[src/rtl/ext_pkg.sv]
// ext_pkg: shared definitions for the load extension unit.
//   MODE_W        width of the extension-mode code
//   MODE_*        extension-mode codes
//   mode_is_aligned(mode, off_lo) returns 1 when the access at the given low
//                 offset bits is naturally aligned for that mode
package ext_pkg;

  localparam int unsigned MODE_W = 3;

  localparam logic [MODE_W-1:0] MODE_ZEXT1  = 3'd0;
  localparam logic [MODE_W-1:0] MODE_LB     = 3'd1;
  localparam logic [MODE_W-1:0] MODE_LBU    = 3'd2;
  localparam logic [MODE_W-1:0] MODE_LH     = 3'd3;
  localparam logic [MODE_W-1:0] MODE_LHU    = 3'd4;
  localparam logic [MODE_W-1:0] MODE_LW     = 3'd5;
  localparam logic [MODE_W-1:0] MODE_LUI    = 3'd6;
  localparam logic [MODE_W-1:0] MODE_SEXT16 = 3'd7;

  // Only halfword and word loads have alignment constraints; the other modes
  // either pick single bytes or ignore the offset altogether.
  function automatic logic mode_is_aligned(input logic [MODE_W-1:0] mode,
                                           input logic [1:0]        off_lo);
    logic ok;
    case (mode)
      MODE_LH, MODE_LHU: ok = ~off_lo[0];
      MODE_LW:           ok = (off_lo == 2'b00);
      default:           ok = 1'b1;
    endcase
    return ok;
  endfunction

endpackage

[src/rtl/ext_core.sv]
// ext_core: combinational lane extraction and zero/sign extension.
//   data_i      raw memory word / SLT result / immediate
//   off_i       byte offset of the access (little-endian lanes)
//   mode_i      extension mode (ext_pkg MODE_*)
//   ext_data_o  extended result, zero when misaligned
//   misalign_o  access is misaligned for its mode
module ext_core
  import ext_pkg::*;
#(
  parameter int unsigned DATA_W = 32,
  parameter int unsigned OFF_W  = $clog2(DATA_W / 8)
) (
  input  logic [DATA_W-1:0] data_i,
  input  logic [OFF_W-1:0]  off_i,
  input  logic [MODE_W-1:0] mode_i,
  output logic [DATA_W-1:0] ext_data_o,
  output logic              misalign_o
);

  logic [DATA_W-1:0] shifted;
  logic [7:0]        lane_b;
  logic [15:0]       lane_h;
  logic [31:0]       lane_w;
  logic [31:0]       lui_w;
  logic              aligned;

  // Bring the addressed lane down to bit 0.
  assign shifted = data_i >> {off_i, 3'b000};
  assign lane_b  = shifted[7:0];
  assign lane_h  = shifted[15:0];
  assign lane_w  = shifted[31:0];
  assign lui_w   = {data_i[15:0], 16'h0000};
  assign aligned = mode_is_aligned(mode_i, off_i[1:0]);

  always_comb begin
    ext_data_o = '0;
    case (mode_i)
      MODE_ZEXT1: ext_data_o[0] = data_i[0];
      MODE_LB: begin
        ext_data_o      = {DATA_W{lane_b[7]}};
        ext_data_o[7:0] = lane_b;
      end
      MODE_LBU:   ext_data_o[7:0] = lane_b;
      MODE_LH: begin
        ext_data_o       = {DATA_W{lane_h[15]}};
        ext_data_o[15:0] = lane_h;
      end
      MODE_LHU:   ext_data_o[15:0] = lane_h;
      MODE_LW: begin
        ext_data_o       = {DATA_W{lane_w[31]}};
        ext_data_o[31:0] = lane_w;
      end
      MODE_LUI: begin
        ext_data_o       = {DATA_W{lui_w[31]}};
        ext_data_o[31:0] = lui_w;
      end
      default: begin
        ext_data_o       = {DATA_W{data_i[15]}};
        ext_data_o[15:0] = data_i[15:0];
      end
    endcase
    if (!aligned) begin
      ext_data_o = '0;
    end
  end

  assign misalign_o = ~aligned;

endmodule

[src/rtl/load_ext_unit.sv]
// load_ext_unit: registered extension/alignment unit with a 2-entry
// valid/ready buffer and a saturating misalignment counter.
//   clk, reset           clock, asynchronous active-high reset
//   in_valid/in_ready    input handshake; in_ready depends only on occupancy
//   in_data/off/mode     raw word, byte offset, extension mode
//   out_valid/out_ready  output handshake, head of the buffer
//   out_data/misalign    registered head entry
//   misalign_cnt         saturating count of accepted misaligned beats
//   cnt_clr              synchronous clear of misalign_cnt (wins over increment)
module load_ext_unit
  import ext_pkg::*;
#(
  parameter int unsigned DATA_W = 32,
  parameter int unsigned OFF_W  = $clog2(DATA_W / 8),
  parameter int unsigned CNT_W  = 8
) (
  input  logic              clk,
  input  logic              reset,
  input  logic              in_valid,
  output logic              in_ready,
  input  logic [DATA_W-1:0] in_data,
  input  logic [OFF_W-1:0]  in_off,
  input  logic [MODE_W-1:0] in_mode,
  output logic              out_valid,
  input  logic              out_ready,
  output logic [DATA_W-1:0] out_data,
  output logic              out_misalign,
  output logic [CNT_W-1:0]  misalign_cnt,
  input  logic              cnt_clr
);

  logic [DATA_W-1:0] core_data;
  logic              core_mis;

  ext_core #(
    .DATA_W(DATA_W),
    .OFF_W (OFF_W)
  ) u_core (
    .data_i    (in_data),
    .off_i     (in_off),
    .mode_i    (in_mode),
    .ext_data_o(core_data),
    .misalign_o(core_mis)
  );

  logic [1:0]        count_q, count_d;
  logic [DATA_W-1:0] head_data_q, head_data_d;
  logic              head_mis_q, head_mis_d;
  logic [DATA_W-1:0] tail_data_q, tail_data_d;
  logic              tail_mis_q, tail_mis_d;
  logic [CNT_W-1:0]  cnt_q, cnt_d;
  logic              accept, emit;

  assign in_ready     = (count_q != 2'd2);
  assign out_valid    = (count_q != 2'd0);
  assign out_data     = head_data_q;
  assign out_misalign = head_mis_q;
  assign misalign_cnt = cnt_q;

  assign accept = in_valid & in_ready;
  assign emit   = out_valid & out_ready;

  always_comb begin
    count_d     = count_q;
    head_data_d = head_data_q;
    head_mis_d  = head_mis_q;
    tail_data_d = tail_data_q;
    tail_mis_d  = tail_mis_q;
    if (accept && emit) begin
      // Only reachable at count 1: new beat replaces the head, no bubble.
      head_data_d = core_data;
      head_mis_d  = core_mis;
    end else if (accept) begin
      if (count_q == 2'd0) begin
        head_data_d = core_data;
        head_mis_d  = core_mis;
      end else begin
        tail_data_d = core_data;
        tail_mis_d  = core_mis;
      end
      count_d = count_q + 2'd1;
    end else if (emit) begin
      head_data_d = tail_data_q;
      head_mis_d  = tail_mis_q;
      count_d     = count_q - 2'd1;
    end
  end

  always_comb begin
    cnt_d = cnt_q;
    if (cnt_clr) begin
      cnt_d = '0;
    end else if (accept && core_mis && (cnt_q != {CNT_W{1'b1}})) begin
      cnt_d = cnt_q + 1'b1;
    end
  end

  always_ff @(posedge clk or posedge reset) begin
    if (reset) begin
      count_q     <= 2'd0;
      head_data_q <= '0;
      head_mis_q  <= 1'b0;
      tail_data_q <= '0;
      tail_mis_q  <= 1'b0;
      cnt_q       <= '0;
    end else begin
      count_q     <= count_d;
      head_data_q <= head_data_d;
      head_mis_q  <= head_mis_d;
      tail_data_q <= tail_data_d;
      tail_mis_q  <= tail_mis_d;
      cnt_q       <= cnt_d;
    end
  end

endmodule

[config.mk]
export PLATFORM = sky130hd
export DESIGN_NAME = load_ext_unit
export DESIGN_NICKNAME = d
export VERILOG_FILES = /design/src/rtl/ext_pkg.sv /design/src/rtl/ext_core.sv /design/src/rtl/load_ext_unit.sv
export SDC_FILE = /design/constraint.sdc
export NUM_CORES = 1
export LEC_CHECK = 0
export CORE_AREA = 2 2 72 126
export DETAILED_ROUTE_END_ITERATION = 12
export DIE_AREA = 0 0 74 128
export HOLD_SLACK_MARGIN = 0.12
export PLACE_DENSITY = 0.84
export SLEW_MARGIN = 20
export SYNTH_ARGS = -nofsm -noshare
export SYNTH_HDL_FRONTEND = slang
export SYNTH_SLANG_ARGS = --single-unit
export TNS_END_PERCENT = 50
[constraint.sdc]
create_clock -name clk -period 7.6 [get_ports clk]
set_clock_uncertainty 0.15 [all_clocks]
set_input_delay 1.9 -clock clk [delete_from_list [all_inputs] [get_ports clk]]
set_output_delay 1.9 -clock clk [all_outputs]
set_load 0.01 [all_outputs]
; Word level (Yosys, flattened, before mapping)
; Cells that the tools add are included.
; Widths: inputs -> output; s select.
[word_totals]
wordCells = 62
reg_bits = 76
output_inout_bits = 43
[classes]
reduce_logical = 19
mux = 18
add_sub_neg = 3
eq_ne = 9
shifts = 1
n_bitwise = 6
[op_table]
columns = operator, count
row1 = $mux 32, 5
row2 = $pmux 16 s5, 1
row3 = $shr 32x5->32, 1
row4 = $pmux 8 s3, 1
row5 = $mux 8, 2
row6 = $pmux 7 s2, 1
row7 = $eq 3x3->1 const B, 3
row8 = $reduce_or 3->1, 3
row9 = $add 8x1->8 const B, 1
row10 = $ne 8x8->1 const B, 1
row11 = $eq 3x2->1 const B, 2
row12 = $reduce_bool 2->1, 3
row13 = $reduce_or 5->1, 1
row14 = $logic_not 2->1, 2
row15 = $mux 1, 4
row16 = $mux 2, 2
row17 = $not 1->1, 4
row18 = $pmux 1 s2, 2
row19 = $reduce_and 2->1, 2
row20 = $reduce_or 2->1, 2
row21 = $eq 3x1->1 const B, 1
row22 = $logic_and 1x1->1, 3
row23 = $logic_not 3->1, 1
row24 = $ne 3x1->1 const B, 1
row25 = 6 further kinds, 7

; Longest topological paths before layout
[logic_depth]
word_depth = 8
depth_mapped = 10
mapped_depth_nobuf = 7

; Hierarchy
; A second synthesis with hierarchy kept.
[unflattened]
cells_unflattened = 452
hier_area_um2 = 4489.3
[modules_own_cells]
columns = module, seq_area_each_um2, n_inst, area_each_um2, cells_per_inst
row1 = load_ext_unit, 1901.8, 1, 3393.3, 280
row2 = ext_core, 0.0, 1, 1096.1, 172

; Worst setup path after synthesis
; Ideal clock, no wire load.
[synth_timing]
path_type = in2reg
startpoint = input in_valid
endpoint = register tail_data_q[8]
cell_stages = 9
arrival_ns = 3.342
n_path_buf = 3
required_time_ns = 7.316
path_slack_ns = 3.974
path_cell_list = nand2_1 > buf_2 > clkinv_1 > ha_1 > or2_2 > clkbuf_1 > clkbuf_1 > nand2_1 > o21ai_0
[synth_between]
elab_chain_len = 4
[synth_rtl]
columns = item, line_no
row1 = start: declaration, load_ext_unit.sv:19  ; input logic in_valid,
row2 = $and 1x1->1 (*), load_ext_unit.sv:60  ; assign accept = in_valid & in_ready;
row3 = $logic_and 1x1->1, load_ext_unit.sv:69  ; if (accept && emit) begin
row4 = $not 1->1 (no line), -
row5 = $reduce_and 3->1 (no line) (*), -
row6 = end signal: assignment, load_ext_unit.sv:110  ; tail_data_q <= tail_data_d;
row7 = end: declaration, load_ext_unit.sv:49  ; logic [DATA_W-1:0] tail_data_q, tail_data_d;
; Every way passes the cells marked *; elsewhere a longest branch is shown, timed or not.
; A chain may end at the register's enable or synchronous reset.

; Worst setup path after layout
[layout_timing]
startpoint = input in_off[0]
endpoint = register head_data_q[31] (netlist: out_data[31])
[layout_between]
elab_chain_len = 6
word_cells_on_any_way = 9
cone_classes = 1 x shift / 6 x mux / 1 x bitwise / 1 x reduce/logical
[layout_rtl]
columns = item, line_no
row1 = start: declaration, load_ext_unit.sv:22  ; input logic [OFF_W-1:0] in_off,
row2 = $shr 32x5->32 (tied with other cells), ext_core.sv:28  ; assign shifted = data_i >> {off_i, 3'b000};
row3 = $pmux 16 s5 or $pmux 1 s2 (tied branches), "ext_core.sv:37, ext_pkg.sv:24"
row4 = $mux 32 (*), ext_core.sv:62  ; if (!aligned) begin
row5 = $mux 32, load_ext_unit.sv:74  ; if (count_q == 2'd0) begin
row6 = $mux 32, load_ext_unit.sv:73  ; end else if (accept) begin
row7 = $mux 32 (*), load_ext_unit.sv:69
row8 = end signal: assignment, load_ext_unit.sv:108  ; head_data_q <= head_data_d;
row9 = end: declaration, load_ext_unit.sv:47  ; logic [DATA_W-1:0] head_data_q, head_data_d;
; Every way passes the cells marked *; elsewhere a longest branch is shown, timed or not. The select of a mux whose other input is x is not followed.

==> flow_summary.toml <==
[die]
die_area_mm2 = 0.00947
core_area_mm2 = 0.00850
initial_core_util_pct = 53.3
die_w_um = 74
die_height_um = 128
rows = 45
ioPinCount = 85

[clock_tree]
hold_buffers = 0
cts-root-buf = "clkbuf_16"
clkTransAtPathRegs_ns = 0.06
post_cts_buffers = 0
clockBufferDepth = 2
cts_max_level = 3
cts_buffers = 9
cts.sinks = 76
cts_tree = "done"
cts-resized-gates = 0
clk_latency_ns = 0.35

[detailed_routing]
drt_first_iter_violations = 461
viasPerCell = 6.31
drtPass1Iterations = 9
final_antenna_net_count = 0
drcViolationCount = 0
drt-total-wl_mm = 13.3
wl_per_cell_um = 19.5
num_vias = 4309

[worst_setup_path]
required_ns = 7.63
reg2reg_slack_ns = 4.60
max_stage_delay_ns = 0.66
path_class = "in2reg"
end_kind = "register"
startpoint_type = "primary input"
path_cells = "clkdlybuf4s50_1, buf_4, nand2b_1, o221ai_4, a21boi_4, a221oi_1, o21ai_0"
cp_max_fo = 28
slowest_stage = "a221oi_1"
worst_ep_arrival_time_ns = 4.61

[logic_synthesis]
synth_common_cells = "76 x dfrtp_1, 60 x nor2_1, 47 x nand2_1, 45 x o21ai_0, 39 x a21oi_1"
synth_flop_cell = "dfrtp_1"
ys_seq_elements = 76
ys_async_sr_fraction_pct = 100
yosys_warnings = 0
synth-edff-count = 0
synthCells = 497
synthTopCellsByArea = "dfrtp_1 42%, nor2_1 5.0%, o21ai_0 5.0%"
synth_top_area_share_pct = 42.0
yosysMostFrequentCell = "dfrtp_1"
yosysUniqueCellTypes = 65
syn_nets = 541
syn-cell-area_mm2 = 0.00453
yosys.area.top_type = "dfrtp_1"
ys_seq_area_share_pct = 42.0
syn_area_per_cell_um2 = 9.12

[job]
maxCapViolations = 0

[cells_and_area]
area_growth_pct = 24.1
final_net_count = 605
n_antenna_cell = 0
nFillCells = 674
multi_input_area_mm2 = 0.00238
final_layout_size_suffix_gt1_share_pct = 10.6
seqCellArea_mm2 = 0.00190

[global_route]
overflow = 0
grt_pass1_vias = 4353
antenna_found_initial = 0
grt.total_usage_pct = 29.4
grt_start_max_net_pins = 77
grt_pass1_wl_mm = 21.0

[sta]
hold_violations = 0
rsz0062_at_grt = "false"
fin_tns_setup_ns = 0
finalCriticalPeriod_ns = 4.57
setup_viol = 0
relSlewSlack_pct = 19.7
clock.fmax_mhz = 219
fin_crit_sh_pct = 60.2
finalMaxSlewViolations = 0
hold-worst-slack_ns = 0.333
worstMarginPinSlew_ns = 1.20

[status]
outcome = "finished clean"

[power]
power_density_mw_per_mm2 = 325
ir_worst_vdd_mv = 0.217
p_leak_uw = 0.00229

[hold_path]
hold_class = "reg2reg"

[placed_design]
hpwl_mm = 9.19
io_buffers = 84
place_congestion = 1.05
state kept, by name (all words and copies together) (netlist names):
register and count:
out_misalign 1, misalign_cnt 8, tail_mis_q 1, count_q 2
tail_data_q 32, out_data 32
logic make-up (layout without fill, tap and decap cells):
group	after synthesis	after routing	synth area share, %
compound gates	182	182	26.5
xor+xnor	8	8	1.55
fa+ha+maj	2	2	0.552
buf+inv	44	113	5.55
flops	76	76	42.0
mux	27	27	7.07
simple gates	158	158	16.8
metrics by stage:
stage	util (%)	setup slack, ns	total power (uW)	instances	area (um^2)
2_1_floorplan	-	3.61	1100	497	4530
3_3_place_gp	62.8	2.89	1380	667	5340
3_5_place_dp	62.8	2.76	1420	667	5340
4_1_cts	66.2	3.10	1830	683	5620
5_1_grt	66.2	2.89	1930	683	5630
6_report	66.2	3.03	1830	683	5630
path summary, 6_finish.rpt:
kind	start	endpoint	cells past startpoint
worst max-delay path	in_off[0]	out_data[31]	7
worst min-delay path	tail_data_q[29]	tail_data_q[29]	2
worst max register to register	count_q[0]	tail_data_q[31]	8
worst min register to register	tail_data_q[29]	tail_data_q[29]	2
max in group asynchronous	reset	out_data[15]	3
min in group asynchronous	reset	out_data[5]	3
metal layers:
layer / share of wire, % / global-route usage [%] / vias up
li1: - / - / 1972
met1: 36 / 33.0 / 2041
met2: 52 / 49.2 / 242
met3: 6.3 / 4.95 / 54
met4: 5.7 / 20.2 / 0
met5: 0 / 0 / -
cell type report:
| cell class | instances | area share (%) |
|---|---|---|
| Clock buffer | 10 | 4.25 |
| Clock inverter | 6 | 0.823 |
| Inverter | 7 | 0.467 |
| Multi-Input combinational cell | 377 | 42.3 |
| Sequential cell | 76 | 33.8 |
| Tap cell | 117 | 2.60 |
| Timing Repair Buffer | 90 | 15.7 |
worst max-delay path: cells and delay by family:
family	cells	cell delay [ns]
AO/OA/AOI/OAI	4	1.41
buffers and inverters	2	0.79
AND/OR/NAND/NOR	1	0.49
cell usage in the layout, fill, tap and decap left out, types with 8 or more instances in the layout:
| master | n |
|---|---|
| dfrtp_1 | 76 |
| o22ai_1 | 23 |
| nand2_1 | 47 |
| mux2_2 | 17 |
| o21ai_0 | 45 |
| clkdlybuf4s50_1 | 84 |
| a21oi_1 | 39 |
| a221oi_1 | 25 |
| o21ai_1 | 11 |
| and3_1 | 10 |
| mux2i_1 | 8 |
| nor2_1 | 60 |
| clkbuf_16 | 9 |
power by group:
group          internal, uW  switching [uW]  leakage [uW]
Sequential              579             104      0.000976
Combinational           340             398       0.00118
Clock                   232             175      0.000135
Total                  1150             677       0.00229
Note: power is estimated with default switching activity, not from simulation.
